--- src/rtl/alu_rs_pkg.sv ---
//============================================================================
// Module      : alu_rs_pkg
// Description : Shared configuration, operand/entry types and CDB snoop helper
//               for the ALU reservation station.
// Revision    : 1.0 - initial release
//============================================================================
`default_nettype none

package alu_rs_pkg;

    localparam int RS_SIZE        = 8;
    localparam int RS_IDX_W       = 3;
    localparam int ROB_SIZE_WIDTH = 4;
    localparam int XLEN           = 32;
    localparam int OP_W           = 5;
    localparam int OP_BRANCH_BIT  = 4;
    localparam int OP_ALT_BIT     = 3;
    localparam int FUNCT3_W       = 3;

    typedef logic [ROB_SIZE_WIDTH-1:0] rob_tag_t;

    typedef struct packed {
        logic            busy;
        rob_tag_t        tag;
        logic [XLEN-1:0] value;
    } operand_t;

    typedef struct packed {
        logic            busy;
        logic [OP_W-1:0] op;
        rob_tag_t        rob_id;
        operand_t        src1;
        operand_t        src2;
    } rs_entry_t;

    // ALU bus is tested first so it wins when both buses carry the same tag.
    function automatic operand_t snoop(
        input operand_t        cur,
        input logic            alu_v,
        input rob_tag_t        alu_tag,
        input logic [XLEN-1:0] alu_val,
        input logic            lsb_v,
        input rob_tag_t        lsb_tag,
        input logic [XLEN-1:0] lsb_val
    );
        operand_t res;
        res = cur;
        if (cur.busy && alu_v && (alu_tag == cur.tag)) begin
            res.value = alu_val;
            res.busy  = 1'b0;
        end else if (cur.busy && lsb_v && (lsb_tag == cur.tag)) begin
            res.value = lsb_val;
            res.busy  = 1'b0;
        end
        return res;
    endfunction

endpackage

`default_nettype wire

--- src/rtl/alu_rs_if.sv ---
//============================================================================
// Module      : alu_rs_if
// Description : Dispatch, result-broadcast and ALU-issue bundle of the
//               ALU reservation station.
// Revision    : 1.0 - initial release
//============================================================================
`default_nettype none

interface alu_rs_if;
    import alu_rs_pkg::*;

    logic                     disp_valid;
    logic [OP_W-1:0]          disp_op;
    logic [ROB_SIZE_WIDTH-1:0] disp_rob_id;
    logic [XLEN-1:0]          disp_v1;
    logic [XLEN-1:0]          disp_v2;
    logic                     disp_q1_busy;
    logic                     disp_q2_busy;
    logic [ROB_SIZE_WIDTH-1:0] disp_q1;
    logic [ROB_SIZE_WIDTH-1:0] disp_q2;

    logic                     cdb_alu_valid;
    logic [ROB_SIZE_WIDTH-1:0] cdb_alu_rob_id;
    logic [XLEN-1:0]          cdb_alu_value;
    logic                     cdb_lsb_valid;
    logic [ROB_SIZE_WIDTH-1:0] cdb_lsb_rob_id;
    logic [XLEN-1:0]          cdb_lsb_value;

    logic                     rs_full;
    logic                     alu_valid;
    logic [OP_W-1:0]          alu_op;
    logic [XLEN-1:0]          alu_v1;
    logic [XLEN-1:0]          alu_v2;
    logic [ROB_SIZE_WIDTH-1:0] alu_rob_id;

    modport master (
        output disp_valid, disp_op, disp_rob_id, disp_v1, disp_v2,
               disp_q1_busy, disp_q2_busy, disp_q1, disp_q2,
               cdb_alu_valid, cdb_alu_rob_id, cdb_alu_value,
               cdb_lsb_valid, cdb_lsb_rob_id, cdb_lsb_value,
        input  rs_full, alu_valid, alu_op, alu_v1, alu_v2, alu_rob_id
    );

    modport slave (
        input  disp_valid, disp_op, disp_rob_id, disp_v1, disp_v2,
               disp_q1_busy, disp_q2_busy, disp_q1, disp_q2,
               cdb_alu_valid, cdb_alu_rob_id, cdb_alu_value,
               cdb_lsb_valid, cdb_lsb_rob_id, cdb_lsb_value,
        output rs_full, alu_valid, alu_op, alu_v1, alu_v2, alu_rob_id
    );

endinterface

`default_nettype wire

--- src/rtl/alu_rs_select.sv ---
//============================================================================
// Module      : alu_rs_select
// Description : Combinational lowest-index priority encoder.
// Revision    : 1.0 - initial release
//============================================================================
`default_nettype none

module alu_rs_select #(
    parameter int N = 8,
    parameter int W = 3
) (
    input  wire logic [N-1:0] req,
    output logic              found,
    output logic [W-1:0]      idx
);

    // Scanning downward lets the lowest set bit overwrite any higher one.
    always_comb begin
        found = 1'b0;
        idx   = '0;
        for (int i = N - 1; i >= 0; i--) begin
            if (req[i]) begin
                found = 1'b1;
                idx   = W'(i);
            end
        end
    end

endmodule

`default_nettype wire

--- src/rtl/alu_rs.sv ---
//============================================================================
// Module      : alu_rs
// Description : ALU reservation station: holds dispatched ops until operands
//               are woken by the CDBs, issues the lowest ready slot per cycle.
// Revision    : 1.0 - initial release
//============================================================================
`default_nettype none

module alu_rs
    import alu_rs_pkg::*;
(
    input  wire logic clk,
    input  wire logic rst,
    input  wire logic rdy,
    input  wire logic clear,
    alu_rs_if.slave   bus
);

    rs_entry_t               r_entries [RS_SIZE];
    logic                    r_alu_valid;
    logic [OP_W-1:0]         r_alu_op;
    logic [XLEN-1:0]         r_alu_v1;
    logic [XLEN-1:0]         r_alu_v2;
    rob_tag_t                r_alu_rob_id;

    logic [RS_SIZE-1:0]      w_busy;
    logic [RS_SIZE-1:0]      w_ready;
    logic                    w_full;
    logic                    w_free_found;
    logic [RS_IDX_W-1:0]     w_free_idx;
    logic                    w_issue_found;
    logic [RS_IDX_W-1:0]     w_issue_idx;
    logic                    w_alloc;
    rs_entry_t               w_new_entry;

    generate
        for (genvar g = 0; g < RS_SIZE; g++) begin : g_vec
            assign w_busy[g]  = r_entries[g].busy;
            assign w_ready[g] = r_entries[g].busy && !r_entries[g].src1.busy
                                && !r_entries[g].src2.busy;
        end
    endgenerate

    assign w_full = &w_busy;

    alu_rs_select #(.N(RS_SIZE), .W(RS_IDX_W)) u_free_sel (
        .req   (~w_busy),
        .found (w_free_found),
        .idx   (w_free_idx)
    );

    alu_rs_select #(.N(RS_SIZE), .W(RS_IDX_W)) u_issue_sel (
        .req   (w_ready),
        .found (w_issue_found),
        .idx   (w_issue_idx)
    );

    // An issuing slot is still busy here, so allocation never lands on it.
    assign w_alloc = bus.disp_valid && !w_full && w_free_found;

    always_comb begin
        w_new_entry        = '0;
        w_new_entry.busy   = 1'b1;
        w_new_entry.op     = bus.disp_op;
        w_new_entry.rob_id = bus.disp_rob_id;
        w_new_entry.src1   = snoop('{busy: bus.disp_q1_busy, tag: bus.disp_q1, value: bus.disp_v1},
                                   bus.cdb_alu_valid, bus.cdb_alu_rob_id, bus.cdb_alu_value,
                                   bus.cdb_lsb_valid, bus.cdb_lsb_rob_id, bus.cdb_lsb_value);
        w_new_entry.src2   = snoop('{busy: bus.disp_q2_busy, tag: bus.disp_q2, value: bus.disp_v2},
                                   bus.cdb_alu_valid, bus.cdb_alu_rob_id, bus.cdb_alu_value,
                                   bus.cdb_lsb_valid, bus.cdb_lsb_rob_id, bus.cdb_lsb_value);
    end

    always_ff @(posedge clk) begin
        if (rst) begin
            for (int i = 0; i < RS_SIZE; i++) begin
                r_entries[i] <= '0;
            end
            r_alu_valid  <= 1'b0;
            r_alu_op     <= '0;
            r_alu_v1     <= '0;
            r_alu_v2     <= '0;
            r_alu_rob_id <= '0;
        end else if (rdy) begin
            if (clear) begin
                for (int i = 0; i < RS_SIZE; i++) begin
                    r_entries[i].busy <= 1'b0;
                end
                r_alu_valid <= 1'b0;
            end else begin
                for (int i = 0; i < RS_SIZE; i++) begin
                    if (r_entries[i].busy) begin
                        r_entries[i].src1 <= snoop(r_entries[i].src1,
                            bus.cdb_alu_valid, bus.cdb_alu_rob_id, bus.cdb_alu_value,
                            bus.cdb_lsb_valid, bus.cdb_lsb_rob_id, bus.cdb_lsb_value);
                        r_entries[i].src2 <= snoop(r_entries[i].src2,
                            bus.cdb_alu_valid, bus.cdb_alu_rob_id, bus.cdb_alu_value,
                            bus.cdb_lsb_valid, bus.cdb_lsb_rob_id, bus.cdb_lsb_value);
                    end
                end
                if (w_issue_found) begin
                    r_alu_valid                  <= 1'b1;
                    r_alu_op                     <= r_entries[w_issue_idx].op;
                    r_alu_v1                     <= r_entries[w_issue_idx].src1.value;
                    r_alu_v2                     <= r_entries[w_issue_idx].src2.value;
                    r_alu_rob_id                 <= r_entries[w_issue_idx].rob_id;
                    r_entries[w_issue_idx].busy  <= 1'b0;
                end else begin
                    r_alu_valid <= 1'b0;
                end
                if (w_alloc) begin
                    r_entries[w_free_idx] <= w_new_entry;
                end
            end
        end
    end

    assign bus.rs_full    = w_full;
    assign bus.alu_valid  = r_alu_valid;
    assign bus.alu_op     = r_alu_op;
    assign bus.alu_v1     = r_alu_v1;
    assign bus.alu_v2     = r_alu_v2;
    assign bus.alu_rob_id = r_alu_rob_id;

endmodule

`default_nettype wire

--- src/flat_wrapper.sv ---
// flat-port wrapper written by rule: the top's interface ports become plain ports
module alu_rs_flat import alu_rs_pkg::*;
  (clk, rst, rdy, clear, bus_disp_valid, bus_disp_op, bus_disp_rob_id, bus_disp_v1, bus_disp_v2, bus_disp_q1_busy, bus_disp_q2_busy, bus_disp_q1, bus_disp_q2, bus_cdb_alu_valid, bus_cdb_alu_rob_id, bus_cdb_alu_value, bus_cdb_lsb_valid, bus_cdb_lsb_rob_id, bus_cdb_lsb_value, bus_rs_full, bus_alu_valid, bus_alu_op, bus_alu_v1, bus_alu_v2, bus_alu_rob_id);
  alu_rs_if bus_i ();
  input  wire logic clk;
  input  wire logic rst;
  input  wire logic rdy;
  input  wire logic clear;
  input wire logic [$bits(bus_i.disp_valid)-1:0] bus_disp_valid;
  input wire logic [$bits(bus_i.disp_op)-1:0] bus_disp_op;
  input wire logic [$bits(bus_i.disp_rob_id)-1:0] bus_disp_rob_id;
  input wire logic [$bits(bus_i.disp_v1)-1:0] bus_disp_v1;
  input wire logic [$bits(bus_i.disp_v2)-1:0] bus_disp_v2;
  input wire logic [$bits(bus_i.disp_q1_busy)-1:0] bus_disp_q1_busy;
  input wire logic [$bits(bus_i.disp_q2_busy)-1:0] bus_disp_q2_busy;
  input wire logic [$bits(bus_i.disp_q1)-1:0] bus_disp_q1;
  input wire logic [$bits(bus_i.disp_q2)-1:0] bus_disp_q2;
  input wire logic [$bits(bus_i.cdb_alu_valid)-1:0] bus_cdb_alu_valid;
  input wire logic [$bits(bus_i.cdb_alu_rob_id)-1:0] bus_cdb_alu_rob_id;
  input wire logic [$bits(bus_i.cdb_alu_value)-1:0] bus_cdb_alu_value;
  input wire logic [$bits(bus_i.cdb_lsb_valid)-1:0] bus_cdb_lsb_valid;
  input wire logic [$bits(bus_i.cdb_lsb_rob_id)-1:0] bus_cdb_lsb_rob_id;
  input wire logic [$bits(bus_i.cdb_lsb_value)-1:0] bus_cdb_lsb_value;
  output wire logic [$bits(bus_i.rs_full)-1:0] bus_rs_full;
  output wire logic [$bits(bus_i.alu_valid)-1:0] bus_alu_valid;
  output wire logic [$bits(bus_i.alu_op)-1:0] bus_alu_op;
  output wire logic [$bits(bus_i.alu_v1)-1:0] bus_alu_v1;
  output wire logic [$bits(bus_i.alu_v2)-1:0] bus_alu_v2;
  output wire logic [$bits(bus_i.alu_rob_id)-1:0] bus_alu_rob_id;
  assign bus_i.disp_valid = bus_disp_valid;
  assign bus_i.disp_op = bus_disp_op;
  assign bus_i.disp_rob_id = bus_disp_rob_id;
  assign bus_i.disp_v1 = bus_disp_v1;
  assign bus_i.disp_v2 = bus_disp_v2;
  assign bus_i.disp_q1_busy = bus_disp_q1_busy;
  assign bus_i.disp_q2_busy = bus_disp_q2_busy;
  assign bus_i.disp_q1 = bus_disp_q1;
  assign bus_i.disp_q2 = bus_disp_q2;
  assign bus_i.cdb_alu_valid = bus_cdb_alu_valid;
  assign bus_i.cdb_alu_rob_id = bus_cdb_alu_rob_id;
  assign bus_i.cdb_alu_value = bus_cdb_alu_value;
  assign bus_i.cdb_lsb_valid = bus_cdb_lsb_valid;
  assign bus_i.cdb_lsb_rob_id = bus_cdb_lsb_rob_id;
  assign bus_i.cdb_lsb_value = bus_cdb_lsb_value;
  assign bus_rs_full = bus_i.rs_full;
  assign bus_alu_valid = bus_i.alu_valid;
  assign bus_alu_op = bus_i.alu_op;
  assign bus_alu_v1 = bus_i.alu_v1;
  assign bus_alu_v2 = bus_i.alu_v2;
  assign bus_alu_rob_id = bus_i.alu_rob_id;
  alu_rs u_core (.clk(clk), .rst(rst), .rdy(rdy), .clear(clear), .bus(bus_i));
endmodule
--- config.mk ---
export PLATFORM = sky130hd
export DESIGN_NAME = alu_rs_flat
export DESIGN_NICKNAME = d
export VERILOG_FILES = /design/src/rtl/alu_rs_pkg.sv /design/src/rtl/alu_rs_if.sv /design/src/rtl/alu_rs_select.sv /design/src/rtl/alu_rs.sv /design/src/flat_wrapper.sv
export SDC_FILE = /design/constraint.sdc
export NUM_CORES = 2
export LEC_CHECK = 0
export BUFFER_PORTS_ARGS = -buffer_cell sky130_fd_sc_hd__buf_2
export CAP_MARGIN = 20
export CORE_ASPECT_RATIO = 0.6
export CORE_MARGIN = 5
export CORE_UTILIZATION = 65
export CTS_CLUSTER_DIAMETER = 120
export DETAILED_ROUTE_END_ITERATION = 6
export PLACE_DENSITY = 0.81
export SYNTH_ARGS = -nofsm -noshare
export SYNTH_HDL_FRONTEND = slang
export SYNTH_SLANG_ARGS = --single-unit
export TNS_END_PERCENT = 50
--- constraint.sdc ---
create_clock -name clk -period 8.05 [get_ports clk]
set_input_delay 0.4025 -clock clk [delete_from_list [all_inputs] [get_ports clk]]
set_output_delay 0.4025 -clock clk [all_outputs]
set_load 0.01 [all_outputs]
Yosys cells after proc, flatten, opt, wreduce, memory -nomap -nowiden
Memories as Yosys holds them, arrays and structs flattened. A register that Yosys moved wholly into a read port is not among the register bits.
Cells that the tools add are included.

cells by class
  add/subtract/negate cells = 0
  $mul = 0
  divide/modulo/power cells = 0
  order comparisons = 0
  eq/ne operators = 36
  shifts and indexed selects = 0
  muxes and demuxes = 312
  bitwise operators = 26
  reduce and logical (&&, ||, !) cells = 109

operator list
  kind                 number
  32-bit 2-to-1 mux    100
  37-bit 2-to-1 mux    16
  1-bit 2-to-1 mux     180
  4-bit == test        36
  1-bit logical AND    90
  3-bit 2-to-1 mux     16
  1-bit OR             24
  1-bit logical NOT    17
  8-bit inverter       1
  8-bit AND reduction  1
  3-bit AND reduction  1
  1-bit inverter       1

storage, ports and cells
  bits in registers = 1
  bits in latches = 0
  memory bits (writable) = 672
  memory bits (read-only) = 0
  input port bits = 162
  output and inout port bits = 75
  logic and storage cells = 485
  memories = 1

memory list
  name              depth  width  read ports  clocked after memory_dff  write ports  line          source
  u_core.r_entries  8      84     9           1                         10           alu_rs.sv:19  rs_entry_t r_entries [RS_SIZE];

Depth between registers and ports, before layout
An unclocked memory read counts as a cell.

  depth in word-level cells = 17
  gate-level depth with buffers = 11
  mapped depth without buffers = 6

By module
A second synthesis with hierarchy kept.

unflattened totals
  cells, all modules = 3785
  area, all modules = 43097.6 um^2

modules (own cells, without submodules)
  module         times used  cells each  area each (um^2)  seq. area each (um^2)
  alu_rs         1           3759        42937.4           21580.7
  alu_rs_select  2           13          80.1              0.0

Least setup slack after synthesis
OpenSTA, ideal clock, no wires.

  kind = in2reg
  from = input port bus_cdb_alu_rob_id[3]
  to = memory u_core.r_entries[4][0] (netlist bit), enable pin
  library setup time = 0.571 ns
  arrival time = 2.566 ns
  required time = 7.479 ns
  setup slack = 4.913 ns
  stages = 9
  path buffers = 3
  path through = buf_2 buf_2 xor2_1 nor3_1 nand4_1 buf_2 o41ai_1 nand3_1 nand3_1

RTL lines
  what         line                source
  from (decl)  flat_wrapper.sv:19  input wire logic [$bits(bus_i.cdb_alu_rob_id)-1:0] bus_cdb_alu_rob_id;
  to (decl)    alu_rs.sv:19

==> summary.txt <==
Place
  – Place WS: 3.11 ns
  – I/O Buffers: 236
  – GP Congestion: 0.915
  – HPWL Detailed: 81.3 mm

Global route
  – Gr usage total: 0.410
  – Remaining global-route overflow: 0
  – Initial antenna violation count: 4
  – Vias in the first global route: 34.6k
  – First-pass GRT wire length: 220 mm
  – Pin count of the biggest net entering global routing: 147

Critical path
  – CP top delay family: simple AND/OR/NAND/NOR gates
  – CP Cell Sequence: dlygate4sd3_1 > buf_2 > nor2_1 > nand3_2 > or3_2 > buf_4 > nand2_1 > a31o_2 > buf_16
  – Slowest CP cell: nor2_1
  – Startpoint types: input pin
  – WP buf/inv: 4
  – Crit-path max FO: 67
  – CP arrival: 5.00 ns
  – Crit path kind: input pin to flop
  – Worst Path Required: 8.39 ns
  – CP Capture Type: flop
  – Critical Path Max Stage Delay: 0.88 ns

Run
  – Max-Cap Viols: 0

Status
  – Violated checks: design-rule violations
  – Outcome: finished, violations left

CTS
  – # Post-CTS Setup Buffers: 0
  – CTS Root Cell: clkbuf_16
  – Num CTS Buffers: 71
  – CTS tree: done
  – Worst-skew pair later-pin latency: 0.65 ns
  – H-tree Lvls: 3
  – # clock sinks: 746
  – Clk buf depth: 3
  – Clock transition at path regs: 0.06 ns

Detailed routing
  – Avg WL per Cell: 34.1 µm
  – DR iter-0 viols: 6,748
  – DR DRC count: 1
  – Final ANT Viol Nets: 0
  – Vias: 35.4k
  – Routed vias/inst: 7.97
  – WL final: 151 mm
  – Pre-antenna DRT Iters: 7

Power
  – Combinational Power Share: 0.088
  – Switching share of power: 0.245
  – VDD IR-drop max: 0.000132 V
  – Leakage: 19.5 nW
  – P_sw: 2.14 mW
  – Clock share of power: 0.407
  – Power per Cell Area: 191 nW/µm²
  – P_int: 6.58 mW
  – Reg power frac: 0.505

Layout
  – Nets: 3,688
  – Layout area overhead: 8.07%
  – Most frequent cells in the layout: 664 x edfxtp_1, 518 x mux2i_1, 515 x o22ai_1
  – Fillers: 4,343
  – Layout cell share with drive strength beyond 1: 0.167
  – Finished Core Util: 0.710
  – Commonest non-fill, non-tap cell in the layout: edfxtp_1

Timing
  – Tmin final: 4.66 ns
  – Pins Over Slew Limit: 0
  – Crit share post-route: 0.579
  – Hold Fails Final Rpt: 0
  – Final setup margin: 3.39 ns
  – Slew of the pin with the lowest slew margin: 1.29 ns
  – Final setup fails: 0
  – Max Freq: 215 MHz
  – Slew headroom: 0.137
  – Fin Setup TNS: 0 ns
  – RSZ-0062 raised after global routing: no
  – Hold_ws: 0.0955 ns
  – Clk_skew: 0.0183 ns

Logic synthesis
  – Netlist cell types: 60
  – Top FF cell, synth: edfxtp_1
  – Synth Net Count: 3,783
  – Avg Synthesized Cell Area: 11.7 µm²
  – Post-synthesis register bit count: 746
  – FFs w/ async S/R, synth: 0
  – Number of synthesized flops with an enable pin: 664
  – Yosys warns: 0
  – Mapped Cells: 3,621
  – Register area share after synthesis: 0.510
  – Synthesized cell area: 42,300 µm²

Floorplan
  – DIE WIDTH: 339 µm
  – I/O Pins: 237
  – Core box area: 64,400 µm²
  – FP Rows: 72
  – Die Ht: 208 µm
  – Initial Utilization: 0.657
  – Die ar.: 70,400 µm²

Min path
  – Hold Crit Class: input pin to flop
-- final timing paths --
kind,startpoint,to,slack [ns],depth (start not counted)
max reg2reg,u_core.r_entries[4][83]$_SDFFE_PP1P_,u_core.bus.alu_v1[7]$_SDFFE_PP0P_,3.57,7
min reg2reg,u_core.bus.alu_v1[0]$_SDFFE_PP0P_,u_core.bus.alu_v1[0]$_SDFFE_PP0P_,0.46,1
min,rdy,u_core.bus.alu_valid$_SDFFE_PP0P_,0.1,3
max,rst,u_core.r_entries[3][9]$_DFFE_PP_,3.39,9
-- synthesized netlist by cell type (all sizes together), types with 19 or more instances --
library cell / count / area share
nor3: 25 / 0.0030
a21oi: 76 / 0.0090
nand2: 114 / 0.010
buf: 213 / 0.026
nand4: 19 / 0.0028
a21o: 72 / 0.013
dfxtp: 82 / 0.039
o211ai: 76 / 0.014
xnor2: 34 / 0.0070
a22oi: 146 / 0.026
and3: 125 / 0.018
edfxtp: 664 / 0.47
mux2i: 576 / 0.15
xor2: 95 / 0.020
and2: 87 / 0.013
nor2: 24 / 0.0022
mux2: 64 / 0.017
o22ai: 515 / 0.076
a32o: 72 / 0.017
nand3: 181 / 0.022
clkbuf: 267 / 0.024
-- registers in the layout (all words and copies together) (netlist names) --
register,count
u_core.r_entries,672
u_core.bus.alu_rob_id,4
u_core.bus.alu_v2,32
u_core.bus.alu_valid,1
u_core.bus.alu_op,5
u_core.bus.alu_v1,32
-- kinds of logic after synthesis --
group,count (synthesis),share of synthesized area
AOI/OAI and AO/OA,1010,0.166
and+or+nand+nor,601,0.0758
buffers and inverters,495,0.0509
DFF,746,0.510
muxes,640,0.171
xor gates and xnor gates,129,0.0267
-- per-stage QoR --
step / area [µm²] / total power [mW] / cells
5_1_grt: 45700 / 8.86 / 4439
3_5_place_dp: 43200 / 5.20 / 4300
2_1_floorplan: 42300 / 4.95 / 3621
4_1_cts: 45600 / 8.63 / 4433
3_3_place_gp: 43200 / 5.16 / 4297
6_report: 45700 / 8.72 / 4439
-- routing by layer --
layer,vias to the layer above,GRT usage,routed length [µm]
met5,-,0.0108,74
met4,2,0.199,8690
met3,726,0.151,27400
met2,3770,0.597,63700
met1,16800,0.546,51500
li1,14000,-,-
-- what timing repair did --
item                                   in CTS  in global routing
hold buffers                                1                  0
endpoints found under the hold margin       1                  0
resized for setup                           0                  0
-- layout make-up --
class                      instances  area [µm²]  area share
timing repair buffer             312        1860      0.0408
sequential                       746       21600       0.472
tap                              851        1060      0.0233
antenna                            3        7.51    0.000164
clock buffer                      97        2060      0.0451
inverter                          15        56.3     0.00123
clock inverter                    35         339     0.00742
multi-input combinational       2380       18700       0.410
-- worst register-to-register path: cells and delay by family (launching register included) --
kind	cells	cell delay, ns
and+or+nand+nor	4	1.78
AOI/OAI and AO/OA	1	0.35
DFF	1	0.52
buffers and inverters	2	1.77
-- power by group through the flow --
stage	Clock, mW	Sequential (mW)	Combinational (mW)
finish	3.55	4.40	0.768
global route	3.67	4.41	0.791
CTS	3.51	4.40	0.730
detailed placement	0	4.48	0.724
global placement	0	4.47	0.687
floorplan	0	4.46	0.489
Power figures use the tool's default switching activity.
